## src/rtl/debounce.sv

```systemverilog
// Debouncer: accepts a new input level only after STABLE consecutive disagreeing samples.
// Optional 2-FF input synchronizer enabled by defining DEBOUNCE_SYNC_EN.
module debounce #(
  parameter int unsigned STABLE = 1000,
  parameter int unsigned CNT_W  = 16,
  parameter bit          INIT   = 1'b0
) (
  input  logic clk,
  input  logic rst,
  input  logic signal,
  output logic level,
  output logic busy,
  output logic glitch
);

  localparam logic [CNT_W-1:0] CNT_LAST = CNT_W'(STABLE - 1);

  logic             s;
  logic [CNT_W-1:0] cnt;
  logic [CNT_W-1:0] cnt_d;
  logic             level_d;
  logic             glitch_d;

`ifdef DEBOUNCE_SYNC_EN
  logic s1;
  logic s2;

  // Two-flop synchronizer for asynchronous sources
  always_ff @(posedge clk or negedge rst) begin
    if (!rst) begin
      s1 <= INIT;
      s2 <= INIT;
    end else begin
      s1 <= signal;
      s2 <= s1;
    end
  end

  assign s = s2;
`else
  assign s = signal;
`endif

  // Next-state: abort on agreement mid-count, accept after a full disagreeing run
  always_comb begin
    level_d  = level;
    cnt_d    = '0;
    glitch_d = 1'b0;
    if (s == level) begin
      if (cnt != '0) begin
        glitch_d = 1'b1;
      end
    end else if (cnt == CNT_LAST) begin
      level_d = s;
    end else begin
      cnt_d = cnt + CNT_W'(1);
    end
  end

  // busy tracks the next counter value so it stays a pure register output
  always_ff @(posedge clk or negedge rst) begin
    if (!rst) begin
      level  <= INIT;
      cnt    <= '0;
      busy   <= 1'b0;
      glitch <= 1'b0;
    end else begin
      level  <= level_d;
      cnt    <= cnt_d;
      busy   <= (cnt_d != '0);
      glitch <= glitch_d;
    end
  end

endmodule

```

## config.mk

```make
export PLATFORM = sky130hd
export DESIGN_NAME = debounce
export DESIGN_NICKNAME = d
export VERILOG_FILES = /design/src/rtl/debounce.sv
export SDC_FILE = /design/constraint.sdc
export NUM_CORES = 1
export LEC_CHECK = 0
export ABC_AREA = 1
export CORE_MARGIN = 4
export CORE_UTILIZATION = 25
export DETAILED_ROUTE_END_ITERATION = 8
export PLACE_DENSITY = 0.46
export REMOVE_ABC_BUFFERS = 1
export SYNTH_ARGS = -nofsm -noshare
export SYNTH_HDL_FRONTEND = slang
export SYNTH_SLANG_ARGS = --single-unit
```

## constraint.sdc

```tcl
create_clock -name clk -period 1.5 [get_ports clk]
set_clock_uncertainty 0.1 [all_clocks]
set_input_delay 0.225 -clock clk [delete_from_list [all_inputs] [get_ports clk]]
set_output_delay 0.225 -clock clk [all_outputs]
set_load 0.03 [all_outputs]
```

==> results of run 1 <==
-- synth_stat cells (all sizes together) --
cell type	n	area share, %
buf	1	0.60
o21bai	3	1.8
and3	1	0.50
nand3b	2	2.2
ha	2	2.0
inv	30	9.0
nand3	18	7.6
nor3	1	0.40
nor4	2	1.0
mux2	1	0.90
nor2	31	11
dfrtp	19	38
xor2	1	1.3
clkbuf	1	0.40
a21oi	1	0.40
nand4	11	5.5
o21ai	3	1.2
clkinv	1	0.30
nand2	42	15
o211ai	1	0.60
-- kinds of logic after synthesis --
| group | after synthesis |
|---|---|
| multiplexers | 1 |
| AND/OR/NAND/NOR | 108 |
| adder cells (fa/ha/maj) | 2 |
| AO/OA/AOI/OAI | 8 |
| XOR/XNOR | 1 |
| flip-flops | 19 |
| buffers and inverters | 33 |
-- worst reg2reg max path, delay by kind of cell, from the launching register on --
| kind | cells | cell delay [ps] |
|---|---|---|
| AND/OR/NAND/NOR | 7 | 710 |
| flip-flops | 1 | 410 |
| buffers and inverters | 2 | 300 |
-- worst min path at each step --
stage | slack (ps) | to | cells after the start
global route | 250 | cnt[6] | 2
finish | 210 | cnt[5] | 2
detailed placement | 500 | glitch | 2
global placement | 490 | level | 1
CTS | 210 | cnt[6] | 2
floorplan | -170 | busy | 0
-- cell type report --
class                           instances  area, um2
Sequential cell                        19        480
Clock buffer                            4       45.0
Tap cell                               67       83.8
Fill cell                             505       2890
Multi-Input combinational cell        120        736
Inverter                               31        116
Timing Repair Buffer                   52        434
-- registers in the layout, summed over array words and instances (netlist names) --
register / count
cnt: 16
busy: 1
glitch: 1
level: 1
-- per-stage QoR --
stage                     area [um2]  power [mW]  cells  worst slack (ps)
after floorplan                 1230       0.675    170             -43.4
after global placement          1680       0.788    282              -283
after detailed placement        1680       0.789    282              -296
after CTS                       1740        1.17    287              -151
after global routing            1900        1.25    293              -240
final                           1900        1.17    293              -132
-- report_power, final --
group / internal, mW / switching, mW / total, mW
Sequential: 0.538 / 0.0261 / 0.564
Clock: 0.189 / 0.170 / 0.359
Combinational: 0.112 / 0.134 / 0.247
-- routing by layer --
metal,wire (um),vias up,track usage (%)
met5,0,-,0
met3,86,2,3.21
met2,1580,14,19.5
li1,-,651,-
met4,19,0,1.57
met1,1650,576,16.5
-- timing repair --
action,in CTS,in global routing
cloned,0,0
setup buffers,1,6
resized for setup,8,33
setup endpoints to repair,17,17
pin swaps,2,5
==> results.md, run 1 <==
| Parameter | Reported |
|---|---|
| Status | complete, but fails checks |
| Violations in the final reports | setup timing |
| Avg Vias per Cell | 4.24 |
| DRC violation count after routing | 0 |
| GRT Total Usage | 12.1% |
| HP Class | input port to asynchronous set/reset pin |
| Fmax | 0.613 GHz |
| Destination of the worst register-to-register timing path | busy |
| Cell repeated most along the worst path | nand4_1 |
| Total clock sinks | 19 |
| Remaining global-route overflow | 0 |
| Arr. time, crit path | 1670 ps |
| Total of hold buffers inserted after clock tree synthesis | 0 |
| Worst path max stage delay | 410 ps |
| Final Slew Violations | 0 |
| Yosys cell types | 28 |
| Critical-path cell with the highest stage delay | dfrtp_1 |
| Beginning of the critical path | cnt[1] |
| RSZ-0062 raised after global routing | true |
| Fraction of synthesized area in multiplexers | 0.904% |
| Clock transition at path regs | 70 ps |
| H-tree depth reported by CTS | 1 |
| Compound-cell area share of the yosys netlist | 4.02% |
| Area share of xor/xnor cells in the synthesized design | 1.31% |
| Wire length per cell after detailed routing | 11.4 um |
| CTS max path bufs | 2 |
| Num ports | 6 |
| Simple logic cell fraction of the synthesized area | 43.3% |
| RD Place Congestion | 0.822 |
| Final cycle utilization of the critical path | 109% |
| Number of diodes | 0 |
| Delay-heaviest family, CP | simple AND/OR/NAND/NOR gates |
| Setup tns final | -269 ps |
| Post-Synthesis Cells | 172 |
| Number of antenna violations at the first check in global routing | 0 |
| FP Rows | 25 |
| Max FO, Critical Path | 5 |
| Leakage power | 1.02 nW |
| Number of cells on the critical path | 9 |
| IO buf count | 5 |
| Number of buffers and inverters on the critical path | 2 |
| Drt initial violations | 57 |
| Number of setup violations in the final report | 3 |
| Wire length of the first global-routing pass | 5.89 mm |
| Hold Slack | 208 ps |
| Minimum clock period after layout | 1630 ps |
| Fraction of final layout cells with drive strength greater than 1 | 41.2% |
| Pin count of the biggest net entering global routing | 20 |
| Initial core utilization | 26.0% |
| Count of state elements after synthesis | 19 |
| Insertion delay of the later-clocked pin in the worst-skew pair | 250 ps |
| Relative max-transition margin | 80.1% |
| Via count of the first global-routing pass | 1208 |
| Max Cap Viol | 0 |
| Warnings, synthesis | 0 |
| Final net count | 232 |
| Ordered cell list for the critical path | buf_6 > nand2_4 > nor2_4 > buf_4 > nand4_1 > nand4_1 > nand2_1 > nor2_1 > nand3_1 |
| Syn Area/Cell | 7.25 um2 |
| Post-synth design cell area | 0.00125 mm2 |
| Final core utilization | 39.6% |
| Critical Path Sink | busy |
| Startpoint of the worst-slack reg-to-reg timing path | cnt[1] |
| First drt pass iteration count | 5 |
| Number of CTS-inserted buffers | 3 |
| CP endpoint kind | flip-flop |
| Highest-count cells in the layout ignoring fill and taps | buf_4, nand2_1, inv_1 |
| R2R Setup Slk | -130 ps |
| Depth of the most critical reg-to-reg path | 9 |
| Total number of vias | 1243 |
| Critical path type | flip-flop to flip-flop |
| Power density normalized to cell area | 617 mW/mm2 |
| Root buffer selected by CTS | clkbuf_8 |
| Total Die Area | 0.00618 mm2 |
| Synth Area in Adders | 2.01% |
| Combinational family with the most area after synthesis | simple AND/OR/NAND/NOR gates |
| Number of endpoints with negative hold slack in the final report | 0 |
| Area of the core | 0.00479 mm2 |
| Number of routed nets with antenna violations | 0 |
| Measured slew at the worst slew-check pin | 299 ps |
| Width of the chip | 78.6 um |
| Fraction of the yosys area taken by sequential cells | 38.2% |
| VDD IR max | 0.488 mV |
| Final routed wirelength across all metal layers | 3.33 mm |
| Fin worst setup slack | -132 ps |
| Final HPWL from detailed placement | 2.50 mm |
| Synthesis-to-finish area growth | 52.1% |
| Clock tree from TritonCTS | yes |
| Most common cell after layout, fill and taps aside | buf_4 |
| Data required, critical path | 1540 ps |
| Die height | 78.6 um |
| Critical Path Start Type | flip-flop |
Power figures use the tool's default switching activity.
==> run 2: changes to the inputs <==
- ABC_AREA: 1 -> default
==> results.md, run 2 <==
| Parameter | Reported |
|---|---|
| Fin worst setup slack | -295 ps |
| Synthesis-to-finish area growth | 50.7% |
| Final HPWL from detailed placement | 2.14 mm |
| Post-synth top area cell | dfrtp_1 |
| Initial core utilization | 26.4% |
| Avg Vias per Cell | 4.82 |
| Root buffer selected by CTS | clkbuf_8 |
| Number of diodes | 0 |
| Placement Cell Area | 0.00153 mm2 |
| Switching part of the total | 29.2% |
| Final net count | 173 |
| Worst path max stage delay | 410 ps |
| Total Die Area | 0.00588 mm2 |
| Clock tree from TritonCTS | yes |
| RD Place Congestion | 0.826 |
| Power density normalized to cell area | 695 mW/mm2 |
| Violations in the final reports | setup timing |
| Yosys cell types | 43 |
| Number of routed nets with antenna violations | 0 |
| FP Rows | 24 |
| Delay-heaviest family, CP | compound AO/OA/AOI/OAI gates |
| Die height | 76.7 um |
| Total of hold buffers inserted after clock tree synthesis | 0 |
| Depth of the most critical reg-to-reg path | 6 |
| Clock share of power | 30.6% |
| Combinational power share | 24.3% |
| Num ports | 6 |
| Max Cap Viol | 0 |
| Number of CTS-inserted buffers | 3 |
| Internal power | 0.875 mW |
| Status | complete, but fails checks |
| Critical Path Start Type | flip-flop |
| Number of setup violations in the final report | 17 |
| Most used flip-flop cell after synthesis | dfrtp_1 |
| Leakage power | 0.748 nW |
| Fraction of final layout cells with drive strength greater than 1 | 53.9% |
| VDD IR max | 0.389 mV |
| Post-route cell area | 0.00178 mm2 |
| Area of the core | 0.00447 mm2 |
| Number of placed instances with taps included | 213 |
| Fraction of the yosys area taken by sequential cells | 40.3% |
| CP endpoint kind | flip-flop |
| Yosys top cell area share | 40.3% |
| Cell repeated most along the worst path | buf_4 |
| CTS max path bufs | 2 |
| Fmax | 0.557 GHz |
| Remaining global-route overflow | 0 |
| Number of enable-type register cells in the synthesized netlist | 0 |
| Ordered cell list for the critical path | buf_4 > nand3_4 > or2_4 > o31a_1 > buf_4 > o211a_1 |
| Number of endpoints with negative hold slack in the final report | 0 |
| Largest register FFs | 16 |
| Count of state elements after synthesis | 19 |
| Wire length per cell after detailed routing | 13.6 um |
| Via count of the first global-routing pass | 1030 |
| Total number of vias | 1056 |
| Critical-path cell with the highest stage delay | dfrtp_1 |
| Most common cell after layout, fill and taps aside | buf_4 |
| Clock transition at path regs | 80 ps |
| RSZ-0062 raised after global routing | true |
| Switch Pwr | 0.360 mW |
| Post-synth design cell area | 0.00118 mm2 |
| Cell Count, Final, Fillers Out | 219 |
| Number of antenna violations at the first check in global routing | 0 |
| Total clock sinks | 19 |
| Post-Synthesis Cells | 122 |
| Final Slew Violations | 0 |
| IO buf count | 5 |
| Wire length of the first global-routing pass | 4.93 mm |
| Portion of total power attributed to sequential cells | 45.1% |
| Drt initial violations | 27 |
| Data required, critical path | 1560 ps |
| Register ranked first by flip-flop count | cnt |
| Largest cells by area after synthesis | dfrtp_1, nor2_1, xnor2_1, xor2_1, buf_6 |
| Arr. time, crit path | 1850 ps |
| Final cycle utilization of the critical path | 120% |
| GRT Total Usage | 10.3% |
| Most numerous cell in the Yosys netlist | nor2_1 |
| First drt pass iteration count | 4 |
| Number of buffers and inverters on the critical path | 2 |
| DRC violation count after routing | 0 |
| HP Class | input port to asynchronous set/reset pin |
| Insertion delay of the later-clocked pin in the worst-skew pair | 260 ps |
| Critical path type | flip-flop to flip-flop |
| Width of the chip | 76.7 um |
| Number of cells on the critical path | 6 |
| Measured slew at the worst slew-check pin | 293 ps |
| Layout filler cell count | 414 |
| Warnings, synthesis | 0 |
| Final routed wirelength across all metal layers | 2.98 mm |
| Relative max-transition margin | 80.3% |
| H-tree depth reported by CTS | 1 |
| Pin count of the biggest net entering global routing | 20 |
| Ys async rst share | 100% |
| Hold Slack | 202 ps |
| Highest-count cells in the layout ignoring fill and taps | buf_4, dfrtp_1, nor2_2 |
| Syn Area/Cell | 9.67 um2 |
| Minimum clock period after layout | 1800 ps |
| Max FO, Critical Path | 5 |
| Ranking of synthesized cells by instance count | nor2_1, dfrtp_1, nand2_1, xnor2_1, xor2_1 |
-- run 2: cell count changes in the layout (fill, tap and decap cells not counted), moves of 7 or more --
cell,change
nand4_1,-8
inv_2,-7
nand2_1,-26
inv_1,-22
nor2_2,+9
nand3_1,-7
nor2_1,-15
-- run 2: cells by family (layout without fill, tap and decap cells) --
group | after synthesis | in the layout | synth area share, %
mux | 3 | 3 | 2.76
flops | 19 | 19 | 40.3
simple gates | 61 | 61 | 29.3
xor+xnor | 14 | 14 | 10.4
compound gates | 14 | 14 | 8.48
fa+ha+maj | 3 | 3 | 2.97
buf+inv | 8 | 53 | 5.83
-- run 2: final timing paths --
path                            endpoint  slack [ps]    start
worst max-delay path             cnt[15]        -300   cnt[1]
worst min-delay path              cnt[4]         200      rst
worst max register to register   cnt[15]        -300   cnt[1]
worst min register to register   cnt[13]         510  cnt[13]
max in group asynchronous         cnt[2]         880      rst
min in group clk                 cnt[13]         510  cnt[13]
-- run 2: power groups by stage --
stage	Combinational (mW)	Clock, mW	Sequential, mW
finish	0.300	0.378	0.558
global route	0.328	0.410	0.561
CTS	0.276	0.379	0.553
detailed placement	0.254	0	0.562
global placement	0.254	0	0.562
floorplan	0.0752	0	0.600
-- run 2: final cells by class --
| type | count | area [um2] | area share (%) |
|---|---|---|---|
| multi-input cells | 95 | 803 | 45.2 |
| flip-flops and latches | 19 | 477 | 26.8 |
| repair buffers | 47 | 380 | 21.4 |
| well taps | 52 | 65.1 | 3.66 |
| clock buffers | 4 | 45.0 | 2.53 |
| inverters | 2 | 7.51 | 0.422 |
-- run 2: through the flow --
step	setup slack [ps]	utilization, %	total power [mW]	setup TNS (ps)
3_3_place_gp	-511	34.3	0.815	-3860
5_1_grt	-433	39.7	1.30	-3620
6_report	-295	39.7	1.24	-2240
2_1_floorplan	-402	-	0.675	-3020
4_1_cts	-225	37.6	1.21	-2340
3_5_place_dp	-526	34.3	0.816	-3920
-- run 2: repair_timing --
item	4_1_cts	5_1_grt
pin swaps	18	6
endpoints found under the setup margin	20	19
buffers inserted	2	1
resized for setup	32	21
-- run 2: metal layers --
layer | wire length (um) | global-route usage [%] | share of wire [%]
met1 | 1380 | 13.6 | 46
met3 | 104 | 2.58 | 3.5
met5 | 0 | 0 | 0
met4 | 42 | 3.80 | 1.4
met2 | 1450 | 16.2 | 49
==> run 3: changes to the inputs <==
- ABC_AREA: default -> 1
==> results of run 3 <==
No change in the layout: final DEF, timing and power equal those of run 1.
